`src/rtl/evt_burst_gen_pkg.sv`:
```
// Shared types and defaults for the event burst generator.
// State encoding and default counter width used by the top and its interface.
package evt_pkg;

    typedef enum logic [1:0] {
        IDLE,
        RUN,
        FINISH
    } burst_state_t;

    localparam int CNT_W_DEFAULT = 16;

endpackage

```
`src/rtl/evt_burst_gen_if.sv`:
```
// Control/status bundle between a burst requester (master) and evt_burst_gen (slave).
// Plain wires; no handshake beyond start/abort pulses and the busy/done status.
interface evt_burst_gen_if
    import evt_pkg::*;
#(
    parameter int CNT_W = CNT_W_DEFAULT
);

    logic             start_in;
    logic [CNT_W-1:0] count_in;
    logic [CNT_W-1:0] period_in;
    logic             abort_in;
    logic             evt_out;
    logic             busy_out;
    logic             done_out;
    logic [CNT_W-1:0] sent_out;

    modport master (
        output start_in, count_in, period_in, abort_in,
        input  evt_out, busy_out, done_out, sent_out
    );

    modport slave (
        input  start_in, count_in, period_in, abort_in,
        output evt_out, busy_out, done_out, sent_out
    );

endinterface

```
`src/rtl/evt_burst_gen_period_timer.sv`:
```
// Loadable down-counter that spaces strobes; zero_out is high while the count sits at 0.
// Load takes effect on the next edge; counting stops at 0 until reloaded.
module evt_period_timer #(
    parameter int CNT_W = 16
) (
    input  logic             clk_in,
    input  logic             rst_in,
    input  logic             load_in,
    input  logic [CNT_W-1:0] value_in,
    output logic             zero_out
);

    logic [CNT_W-1:0] cnt;

    always_ff @(posedge clk_in) begin
        if (rst_in) begin
            cnt <= '0;
        end else if (load_in) begin
            cnt <= value_in;
        end else if (cnt != '0) begin
            cnt <= cnt - 1'b1;
        end
    end

    assign zero_out = (cnt == '0);

endmodule

```
`src/rtl/evt_burst_gen.sv`:
```
// Emits a programmed burst of single-cycle strobes at a fixed period, then a done strobe.
// First strobe one cycle after an accepted start; start is ignored while busy or finishing.
module evt_burst_gen
    import evt_pkg::*;
#(
    parameter int CNT_W      = CNT_W_DEFAULT,
    parameter int MIN_PERIOD = 1
) (
    input  logic            clk_in,
    input  logic            rst_in,
    evt_burst_gen_if.slave  bus
);

    localparam logic [CNT_W-1:0] MIN_P = CNT_W'(MIN_PERIOD);

    burst_state_t     state;
    logic [CNT_W-1:0] period_q;
    logic [CNT_W-1:0] remain_q;
    logic [CNT_W-1:0] sent_q;
    logic             evt_q;
    logic             busy_q;
    logic             done_q;

    logic [CNT_W-1:0] period_clamped;
    logic             start_ok;
    logic             strobe_due;
    logic             timer_load;
    logic [CNT_W-1:0] timer_value;
    logic             timer_zero;

    always_comb begin
        period_clamped = (bus.period_in < MIN_P) ? MIN_P : bus.period_in;
        start_ok       = (state == IDLE) && bus.start_in;
        strobe_due     = (state == RUN) && !bus.abort_in && timer_zero && (remain_q != '0);
        timer_load     = (start_ok && (bus.count_in != '0)) || strobe_due;
        // The timer holds P-1 after a strobe so the next one lands exactly P cycles later.
        timer_value    = start_ok ? (period_clamped - 1'b1) : (period_q - 1'b1);
    end

    evt_period_timer #(
        .CNT_W (CNT_W)
    ) u_timer (
        .clk_in   (clk_in),
        .rst_in   (rst_in),
        .load_in  (timer_load),
        .value_in (timer_value),
        .zero_out (timer_zero)
    );

    always_ff @(posedge clk_in) begin
        if (rst_in) begin
            state    <= IDLE;
            period_q <= '0;
            remain_q <= '0;
            sent_q   <= '0;
            evt_q    <= 1'b0;
            busy_q   <= 1'b0;
            done_q   <= 1'b0;
        end else begin
            case (state)
                IDLE: begin
                    evt_q  <= 1'b0;
                    done_q <= 1'b0;
                    if (bus.start_in) begin
                        sent_q   <= '0;
                        period_q <= period_clamped;
                        if (bus.count_in == '0) begin
                            state  <= FINISH;
                            done_q <= 1'b1;
                        end else begin
                            state    <= RUN;
                            busy_q   <= 1'b1;
                            evt_q    <= 1'b1;
                            sent_q   <= CNT_W'(1);
                            remain_q <= bus.count_in - 1'b1;
                        end
                    end
                end
                RUN: begin
                    if (bus.abort_in) begin
                        state  <= IDLE;
                        busy_q <= 1'b0;
                        evt_q  <= 1'b0;
                    end else if (remain_q == '0) begin
                        // Last strobe was emitted in the current cycle.
                        state  <= FINISH;
                        busy_q <= 1'b0;
                        evt_q  <= 1'b0;
                        done_q <= 1'b1;
                    end else if (strobe_due) begin
                        evt_q    <= 1'b1;
                        sent_q   <= sent_q + 1'b1;
                        remain_q <= remain_q - 1'b1;
                    end else begin
                        evt_q <= 1'b0;
                    end
                end
                FINISH: begin
                    done_q <= 1'b0;
                    state  <= IDLE;
                end
                default: begin
                    state  <= IDLE;
                    evt_q  <= 1'b0;
                    busy_q <= 1'b0;
                    done_q <= 1'b0;
                end
            endcase
        end
    end

    assign bus.evt_out  = evt_q;
    assign bus.busy_out = busy_q;
    assign bus.done_out = done_q;
    assign bus.sent_out = sent_q;

endmodule

```
`src/flat_wrapper.sv`:
```
// flat-port wrapper written by rule: the top's interface ports become plain ports
module evt_burst_gen_flat import evt_pkg::*;
#(
    parameter int CNT_W      = CNT_W_DEFAULT,
    parameter int MIN_PERIOD = 1
)
  (clk_in, rst_in, bus_start_in, bus_count_in, bus_period_in, bus_abort_in, bus_evt_out, bus_busy_out, bus_done_out, bus_sent_out);
  evt_burst_gen_if #(.CNT_W(CNT_W)) bus_i ();
  input  logic clk_in;
  input  logic rst_in;
  input wire logic [$bits(bus_i.start_in)-1:0] bus_start_in;
  input wire logic [$bits(bus_i.count_in)-1:0] bus_count_in;
  input wire logic [$bits(bus_i.period_in)-1:0] bus_period_in;
  input wire logic [$bits(bus_i.abort_in)-1:0] bus_abort_in;
  output wire logic [$bits(bus_i.evt_out)-1:0] bus_evt_out;
  output wire logic [$bits(bus_i.busy_out)-1:0] bus_busy_out;
  output wire logic [$bits(bus_i.done_out)-1:0] bus_done_out;
  output wire logic [$bits(bus_i.sent_out)-1:0] bus_sent_out;
  assign bus_i.start_in = bus_start_in;
  assign bus_i.count_in = bus_count_in;
  assign bus_i.period_in = bus_period_in;
  assign bus_i.abort_in = bus_abort_in;
  assign bus_evt_out = bus_i.evt_out;
  assign bus_busy_out = bus_i.busy_out;
  assign bus_done_out = bus_i.done_out;
  assign bus_sent_out = bus_i.sent_out;
  evt_burst_gen #(.CNT_W(CNT_W), .MIN_PERIOD(MIN_PERIOD)) u_core (.clk_in(clk_in), .rst_in(rst_in), .bus(bus_i));
endmodule
```
`config.mk`:
```
export PLATFORM = sky130hd
export DESIGN_NAME = evt_burst_gen_flat
export DESIGN_NICKNAME = d
export VERILOG_FILES = /design/src/rtl/evt_burst_gen_pkg.sv /design/src/rtl/evt_burst_gen_if.sv /design/src/rtl/evt_burst_gen_period_timer.sv /design/src/rtl/evt_burst_gen.sv /design/src/flat_wrapper.sv
export SDC_FILE = /design/constraint.sdc
export NUM_CORES = 1
export LEC_CHECK = 0
export CAP_MARGIN = 20
export CORE_ASPECT_RATIO = 0.75
export CORE_MARGIN = 5
export CORE_UTILIZATION = 50
export CTS_CLUSTER_SIZE = 24
export DETAILED_ROUTE_END_ITERATION = 12
export PLACE_DENSITY_LB_ADDON = 0.3
export RECOVER_POWER = 50
export SYNTH_ARGS = -nofsm -noshare
export SYNTH_HDL_FRONTEND = slang
export SYNTH_SLANG_ARGS = --single-unit
```
`constraint.sdc`:
```
create_clock -name clk_in -period 3.6 [get_ports clk_in]
set_input_delay 0.36 -clock clk_in [delete_from_list [all_inputs] [get_ports clk_in]]
set_output_delay 0.36 -clock clk_in [all_outputs]
set_load 0.01 [all_outputs]
```
# == Yosys cells after proc, flatten, opt, wreduce, memory -nomap -nowiden ==
# Index checks and enable logic that the tools add are counted.
# word_totals
register_bits,69
latchBits,0
ramBits,0
mem_bits_ro,0
inputBits,36
elab_cells,84
memories,0
# op_classes
addsub,6
mul,0
div,0
n_lt_le_gt_ge,1
eq_ne,9
shifts,0
n_mux,37
bitwise_logic,1
reduce_logical,22
# ops
cell,count
16-bit 2-to-1 mux,13
16-bit by 1-bit subtractor with 16-bit output (second input constant),5
16-bit one-hot mux with 2 select lines,2
16-bit logical NOT,3
16-bit nonzero test,3
16-bit by 1-bit adder with 16-bit output (second input constant),1
16-bit by 1-bit less-than comparator with 1-bit output (second input constant),1
1-bit 2-to-1 mux,14
2-bit != test (second input constant),5
2-bit 2-to-1 mux,4
1-bit one-hot mux with 3 select lines,2
2-bit AND reduction,3
6-bit AND reduction,1
1-bit logical AND,5
5-bit AND reduction,1
2-bit one-hot mux with 2 select lines,1
4-bit AND reduction,1
2-bit nonzero test,2
3-bit != test (second input constant),1
2-bit by 1-bit equality test with 1-bit output (second input constant),1
2-bit equality test (second input constant),1
2-bit logical NOT,1
2-bit by 1-bit != test with 1-bit output (second input constant),1
1-bit one-hot mux with 2 select lines,1
3 further kinds,3

# == Longest topological paths before layout ==
# Gate-level depths: netlist (run 1).
# depth
word_depth,8
mapped_depth,19
depth_no_buf,13

# == Hierarchy ==
# A second synthesis (run 1) with hierarchy kept.
# unflattened
hier_cells,532
area_unflattened_um2,4277.9
# by_module_without_submodules
module,instances,cells_per_inst,area_per_inst_um2
evt_burst_gen,1,420,3375.7
evt_period_timer,1,112,902.1

# == Worst setup path after synthesis (run 1) ==
# Ideal clock, no wire load.
# synth_path
path_kind,reg2reg
startpoint,register u_core.u_timer.cnt[11]
endpoint,register u_core.u_timer.cnt[4]
setup_ns,0.128
arrival_ns,3.512
required_ns,3.472
setup_slack_ns,-0.040
path_stages_with_launch,18
synth_period_minus_slack_ns,3.640
path_cell_list,dfxtp_1 -> or4_4 -> or4b_4 -> a2111o_1 -> buf_2 -> nand2_2 -> buf_2 -> buf_2 -> nand2_1 -> o21ai_0 -> ha_1 -> buf_2 -> inv_1 -> or3_1 -> xor2_1 -> nor2_1 -> a21oi_1 -> nor2_1
# synth_via
elab_chain_cells,5
# synth_rtl
item,line_no,text
"start, declared",evt_burst_gen_period_timer.sv:13,logic [CNT_W-1:0] cnt;
"start signal, assigned",evt_burst_gen_period_timer.sv:19,cnt <= value_in;
"start signal, assigned",evt_burst_gen_period_timer.sv:21,cnt <= cnt - 1'b1;
16-bit logical NOT,evt_burst_gen_period_timer.sv:25,assign zero_out = (cnt == '0);
1-bit logical AND (2 in a row),evt_burst_gen.sv:34,strobe_due = (state == RUN) && !bus.abort_in && timer_zero && (remain_q != '0);
1-bit logical OR,evt_burst_gen.sv:35,timer_load = (start_ok && (bus.count_in != '0)) || strobe_due;
16-bit 2-to-1 mux / 2-bit nonzero test (equally long branches),n/a,
# Several ways; a longest one is shown, not always the timed one.
# A chain may end at the register's enable or synchronous reset.

# == Worst setup path after layout (run 1) ==
# Ends and elaborated chain as after synthesis.

==> run_results.csv, run 1 <==
group,metric,value,unit
logic_synthesis,synth_top_family_by_area,"simple AND/OR/NAND/NOR gates",
global_routing,first_global_vias,3906,
worst_setup_path,cp-end-kind,"flip-flop",
timing,period_minus_slack,3.225,ns
global_routing,overflow,0,
timing,setup_viol,0,
logic_synthesis,synth_fa_ha_area_share,0.9130,%
cts,cts_buffers,9,
worst_setup_path,arrival,3.46,ns
route,drt_pass1_iterations,4,
finish,final_nets,608,
cts,clock_latency,0.36,ns
route,drc,0,
cts,ctsHoldBuffers,0,
global_routing,grt_usage,23.44,%
finish,fin_area,4980,µm²
route,wl_per_cell,16.70,µm
floorplan,die-area,10160,µm²
floorplan,initial_core_util,51.70,%
cts,cts_buffer_depth,2,
power_and_ir_drop,peakVddDrop,0.2870,mV
worst_setup_path,critical_path.max_fanout,6,
placed_design,portBuffers,54,
logic_synthesis,syn_area,4111,µm²
logic_synthesis,ys_seq_area_share,33.60,%
floorplan,core,7953,µm²
logic_synthesis,netlist_top_cells_count,"nor2_1 (77), dfxtp_1 (69), nand2_1 (44)",
worst_setup_path,crit_path_start,"u_core.u_timer.cnt[11]",
timing,clock_skew,0.008803,ns
cts,postCtsResizedCells,0,
min_path,min-delay-start,"u_core.bus.evt_out",
power_and_ir_drop,p_leak,1.845,nW
placed_design,gp_congestion,0.9450,
finish,area_delta_synth_final,21.12,%
worst_setup_path,start_kind,"flip-flop",
logic_synthesis,syn_inst,515,
finish,antenna_cells_inserted,0,
power_and_ir_drop,totalPowerFinal,0.002095,W
logic_synthesis,synth_cell_types,60,
placed_design,hpwl,8.205,mm
timing,period_share,89.57,%
run_status,status,"completed",
finish,final_core_util,62.62,%
cts,cts_setup_buffers,0,
route,wirelength,11.31,mm
worst_setup_path,required,3.83,ns
global_routing,grt_antenna_before_repair,0,
logic_synthesis,ys_ff_latch,69,
timing,timing.fmax,0.3101,GHz
logic_synthesis,avgSynthCellArea,7.983,µm²
floorplan,ios,55,
job,maxCapViolCount,0,
cts,cts_root_buf,"clkbuf_8",
timing,tns,0,ns
worst_setup_path,critPathKind,"reg -> reg",
route,vias_per_cell,6.131,
cts,htreeDepth,3,
timing,hold_viol_final,0,
finish,layout-drive-gt1-share,8.217,%
placed_design,place_area,4816,µm²
logic_synthesis,synth_most_common_cell,"nor2_1",
logic_synthesis,syn_nets,554,
route,antenna_left,0,
logic_synthesis,synth_mux_area_share,7.669,%
global_routing,grt_pass1_wl,18.96,mm
cts,cts_tree,"done",
timing,rsz0062_at_grt,"false",
worst_setup_path,r2r-start,"u_core.u_timer.cnt[11]",
cts,cts.sinks,69,
timing,tightest_slew,0.7551,ns
cts,clk_pin_slew,0.07,ns
floorplan,die_h,88.53,µm
power_and_ir_drop,power_density,420.7,nW/µm²
logic_synthesis,synth_area_leader_cell,"dfxtp_1",
logic_synthesis,synth_edf_count,0,
floorplan,num_rows,28,
route,dr_total_vias,4151,
logic_synthesis,yosys_most_used_dff,"dfxtp_1",
global_routing,grt_max_degree,27,
logic_synthesis,synth_top_area_share,33.60,%
logic_synthesis,synthTopCellsByArea,"dfxtp_1 (34%), nor2_1 (7.0%), mux2i_1 (6.6%)",
timing,relSlewSlack,49.20,%
min_path,min_path_type,"reg -> reg",
timing,drv_slew,0,
logic_synthesis,synthArstFlopShare,0,%
logic_synthesis,yosysWarnings,0,
logic_synthesis,synthXorXnorAreaFrac,7.030,%
floorplan,die_x,114.7,µm
route,drt_iter0_markers,345,
logic_synthesis,yosys.area_share.simple,27.42,%
logic_synthesis,synth_compound_area_share,19.87,%
[metal layers]
layer	vias to the layer above	GRT usage [%]	part of all wire (%)
met5	-	0	0
met4	0	7.569	1.8
met3	21	5.605	7.8
met2	171	36.66	44
met1	1950	32.16	46
li1	2009	-	-
[kinds of logic after synthesis]
logic type      after synthesis
fa+ha+maj                     3
flops                        69
buf+inv                      36
xor+xnor                     33
compound gates              118
mux                          31
simple gates                225
[worst paths after layout]
path | endpoint | slack (ns) | cells past startpoint
setup reg to reg | u_core.u_timer.cnt[4] | 0.38 | 12
hold / removal | u_core.bus.evt_out | 0.49 | 2
setup / recovery | u_core.u_timer.cnt[4] | 0.38 | 12
hold reg to reg | u_core.bus.evt_out | 0.49 | 2
[critical path, cell delays in order, from the launching register on]
cell       delay (ns)
dfxtp_1          0.36
or4_4            0.55
or4b_4           0.53
a2111oi_4        0.38
nor2_2           0.09
a21oi_1          0.21
ha_1             0.24
inv_1            0.07
or3_1            0.32
xor2_1           0.15
nor2_1           0.05
a21oi_1          0.11
nor2_1           0.05
[stage by stage]
stage / setup slack (ns) / hold WS, ns / cells
2_1_floorplan: 0.03053 / 0.4449 / 515
3_3_place_gp: 0.4351 / 0.4638 / 663
3_5_place_dp: 0.4017 / 0.4725 / 663
4_1_cts: 0.3906 / 0.4844 / 677
5_1_grt: 0.2009 / 0.5238 / 677
6_report: 0.3754 / 0.4878 / 677
[registers in the layout (all words and copies together) (netlist names)]
| name | count |
|---|---|
| u_core.state | 2 |
| u_core.bus.done_out | 1 |
| u_core.period_q | 16 |
| u_core.bus.busy_out | 1 |
| u_core.remain_q | 16 |
| u_core.bus.evt_out | 1 |
| u_core.u_timer.cnt | 16 |
| u_core.bus.sent_out | 16 |
[power by group]
| part | internal (W) | total [W] | switching [W] |
|---|---|---|---|
| logic | 0.000253 | 0.000584 | 0.000331 |
| clock network | 0.000331 | 0.000617 | 0.000286 |
| registers | 0.000830 | 0.000894 | 0.0000643 |
[layout make-up]
| type | instances | area, µm² |
|---|---|---|
| Multi-Input combinational cell | 410 | 2589 |
| Clock buffer | 12 | 145.1 |
| Sequential cell | 69 | 1381 |
| Timing Repair Buffer | 74 | 679.4 |
| Clock inverter | 2 | 35.03 |
| Inverter | 5 | 18.77 |
| Tap cell | 105 | 131.4 |
| Fill cell | 714 | 2973 |
[cells in the final DEF (no fill, tap or decap), types with 6 or more instances in the layout]
cell type	synthesis	routed
nand3_1	13	13
a31oi_1	10	10
nor4_1	22	22
xnor2_1	23	23
dfxtp_1	69	69
buf_4	0	17
xor2_1	10	10
o2111ai_1	12	12
nor3_1	18	18
clkbuf_8	0	10
nor2_1	77	77
o21ai_0	22	22
o211ai_1	10	10
mux2i_1	27	27
dlygate4sd3_1	0	21
a21oi_1	30	30
clkdlybuf4s50_1	0	33
nand2_1	44	44
o31ai_1	6	6
No activity file was read; power rests on OpenSTA's default activity.
==> run 2, diff against run 1 <==
--- a/config.mk
+++ b/config.mk
@@ -7,8 +7,8 @@
 export LEC_CHECK = 0
 export CAP_MARGIN = 20
 export CORE_ASPECT_RATIO = 0.75
-export CORE_MARGIN = 5
-export CORE_UTILIZATION = 50
+export CORE_MARGIN = 2
+export CORE_UTILIZATION = 31
 export CTS_CLUSTER_SIZE = 24
 export DETAILED_ROUTE_END_ITERATION = 12
 export PLACE_DENSITY_LB_ADDON = 0.3
==> run 2 against run 1 <==
Final cell count increased by 10%. Critical path depth decreased by 4. Power up 17%. Hold slack got worse by 0.011 ns. Non-clock buffer count increased by 2. Cell area increased by 4.6%. First-iteration DRC count increased by 3.2%. Clock skew hardly changed. Critical endpoint is now u_core.remain_q[11]. Largest cell class unchanged.
==> run_results.csv, run 2 (synthesis gave the netlist of run 1 again) <==
group,metric,value,unit
cts,clk_pin_slew,0.06,ns
run_status,status,"completed",
placed_design,gp_congestion,0.8544,
worst_setup_path,r2r_end,"u_core.remain_q[11]",
global_routing,grt_usage,17.22,%
timing,timing.fmax,0.3014,GHz
worst_setup_path,critPathKind,"reg -> reg",
timing,tightest_slew,0.8771,ns
worst_setup_path,path_buf_inv,1,
cts,cts.sinks,69,
worst_setup_path,cpPeakStageDelay,0.67,ns
timing,tns,0,ns
finish,layout-drive-gt1-share,8.681,%
timing,setup_viol,0,
route,wl_met2,4.950,mm
placed_design,place_area,4913,µm²
global_routing,overflow,0,
finish,final_cell_mix,"nor2_1 (77), dfxtp_1 (69), nand2_1 (44)",
cts,postCtsResizedCells,0,
power_and_ir_drop,peakVddDrop,0.2354,mV
job,maxCapViolCount,0,
cts,ctsHoldBuffers,0,
floorplan,core,12970,µm²
placed_design,hpwl,8.482,mm
cts,cts_root_buf,"clkbuf_16",
route,vias_per_cell,5.477,
worst_setup_path,start_kind,"flip-flop",
worst_setup_path,r2r_slack,0.28,ns
floorplan,initial_core_util,31.69,%
min_path,holdPathStages,2,
timing,period_share,92.17,%
global_routing,grt_max_degree,28,
worst_setup_path,arrival,3.54,ns
power_and_ir_drop,power_density,470.5,nW/µm²
worst_setup_path,r2r_cells,8,
finish,fin_area,5210,µm²
route,wl_per_cell,15.81,µm
finish,area_delta_synth_final,26.72,%
cts,htreeDepth,3,
worst_setup_path,r2r-start,"u_core.u_timer.cnt[11]",
timing,hold_viol_final,0,
floorplan,die_h,103.7,µm
cts,cts_tree,"done",
power_and_ir_drop,p_leak,1.908,nW
timing,drv_slew,0,
floorplan,die_x,137.0,µm
min_path,min_path_type,"reg -> reg",
floorplan,ios,55,
timing,clock_skew,0.008565,ns
route,met3_length,677,µm
min_path,min-delay-start,"u_core.remain_q[0]",
timing,period_minus_slack,3.318,ns
finish,layout_commonest_cell,"nor2_1",
worst_setup_path,cpLargestDelayFamily,"simple AND/OR/NAND/NOR gates",
timing,rsz0062_at_grt,"false",
global_routing,grt_antenna_before_repair,0,
route,antenna_left,0,
finish,antenna_cells_inserted,0,
global_routing,grt_pass1_wl,19.53,mm
global_routing,first_global_vias,3918,
cts,cts_buffer_depth,2,
cts,cts_setup_buffers,0,
route,drc,0,
route,dr_total_vias,4091,
worst_setup_path,critical_path.max_fanout,18,
floorplan,die-area,14210,µm²
cts,clock_latency,0.34,ns
cts,cts_buffers,9,
worst_setup_path,cp-end-kind,"flip-flop",
floorplan,num_rows,36,
timing,relSlewSlack,41.53,%
route,drt_iter0_markers,356,
worst_setup_path,worstPathCellList,"or4_4 -> or4b_4 -> a2111o_1 -> nand2_2 -> clkbuf_1 -> o21ai_0 -> a22oi_1 -> a21oi_1",
worst_setup_path,required,3.82,ns
worst_setup_path,cp_slowest_cell,"clkbuf_1",
min_path,hold_end,"u_core.remain_q[0]",
placed_design,portBuffers,54,
finish,final_nets,610,
route,top_layer,"met4",
route,wl_met1,6.021,mm
route,drt_pass1_iterations,4,
route,wirelength,11.81,mm
-- run 2: where the power goes --
part | switching, W | internal [W] | total (W)
clock network | 0.000363 | 0.000610 | 0.000973
logic | 0.000334 | 0.000251 | 0.000586
registers | 0.0000625 | 0.000831 | 0.000893
-- run 2: area by class of cell --
type,count,area (µm²)
inverters,5,18.77
multi-input cells,410,2589
clock inverters,7,98.84
repair buffers,76,683.2
clock buffers,9,225.2
fillers,1311,7762
well taps,171,214.0
flip-flops and latches,69,1381
-- run 2: metrics by stage --
stage / setup slack (ns) / hold WS (ns) / total power (W) / util (%) / instances
2_1_floorplan: 0.03053 / 0.4449 / 0.001301 / - / 515
6_report: 0.2817 / 0.4765 / 0.002452 / 40.16 / 747
4_1_cts: 0.3145 / 0.4768 / 0.002469 / 40.37 / 747
3_3_place_gp: 0.03682 / 0.4639 / 0.001482 / 37.88 / 731
3_5_place_dp: 0.03708 / 0.4686 / 0.001490 / 37.88 / 731
5_1_grt: 0.05918 / 0.4916 / 0.002579 / 40.16 / 747
-- run 2: how the worst max path moves through the flow --
stage,start,to,slack (ns),cells past startpoint
floorplan,u_core.u_timer.cnt[11],u_core.u_timer.cnt[4],0.03,17
global placement,bus_count_in[9],u_core.u_timer.cnt[4],0.04,14
detailed placement,bus_count_in[9],u_core.u_timer.cnt[4],0.04,14
CTS,u_core.u_timer.cnt[11],u_core.u_timer.cnt[6],0.31,12
global route,bus_count_in[9],u_core.u_timer.cnt[4],0.06,14
finish,u_core.u_timer.cnt[11],u_core.remain_q[11],0.28,8
-- run 2: metal layers --
layer / track usage, % / vias to the layer above
met2: 24.48 / 120
met1: 25.13 / 1938
met3: 4.552 / 16
li1: - / 2017
met4: 5.302 / 0
met5: 0 / -
-- run 2: tightest hold or removal path: cells and delay by family, from the launching register on --
family | cells | cell delay (ns)
flops | 1 | 0.32
compound gates | 1 | 0.05
simple gates | 1 | 0.06
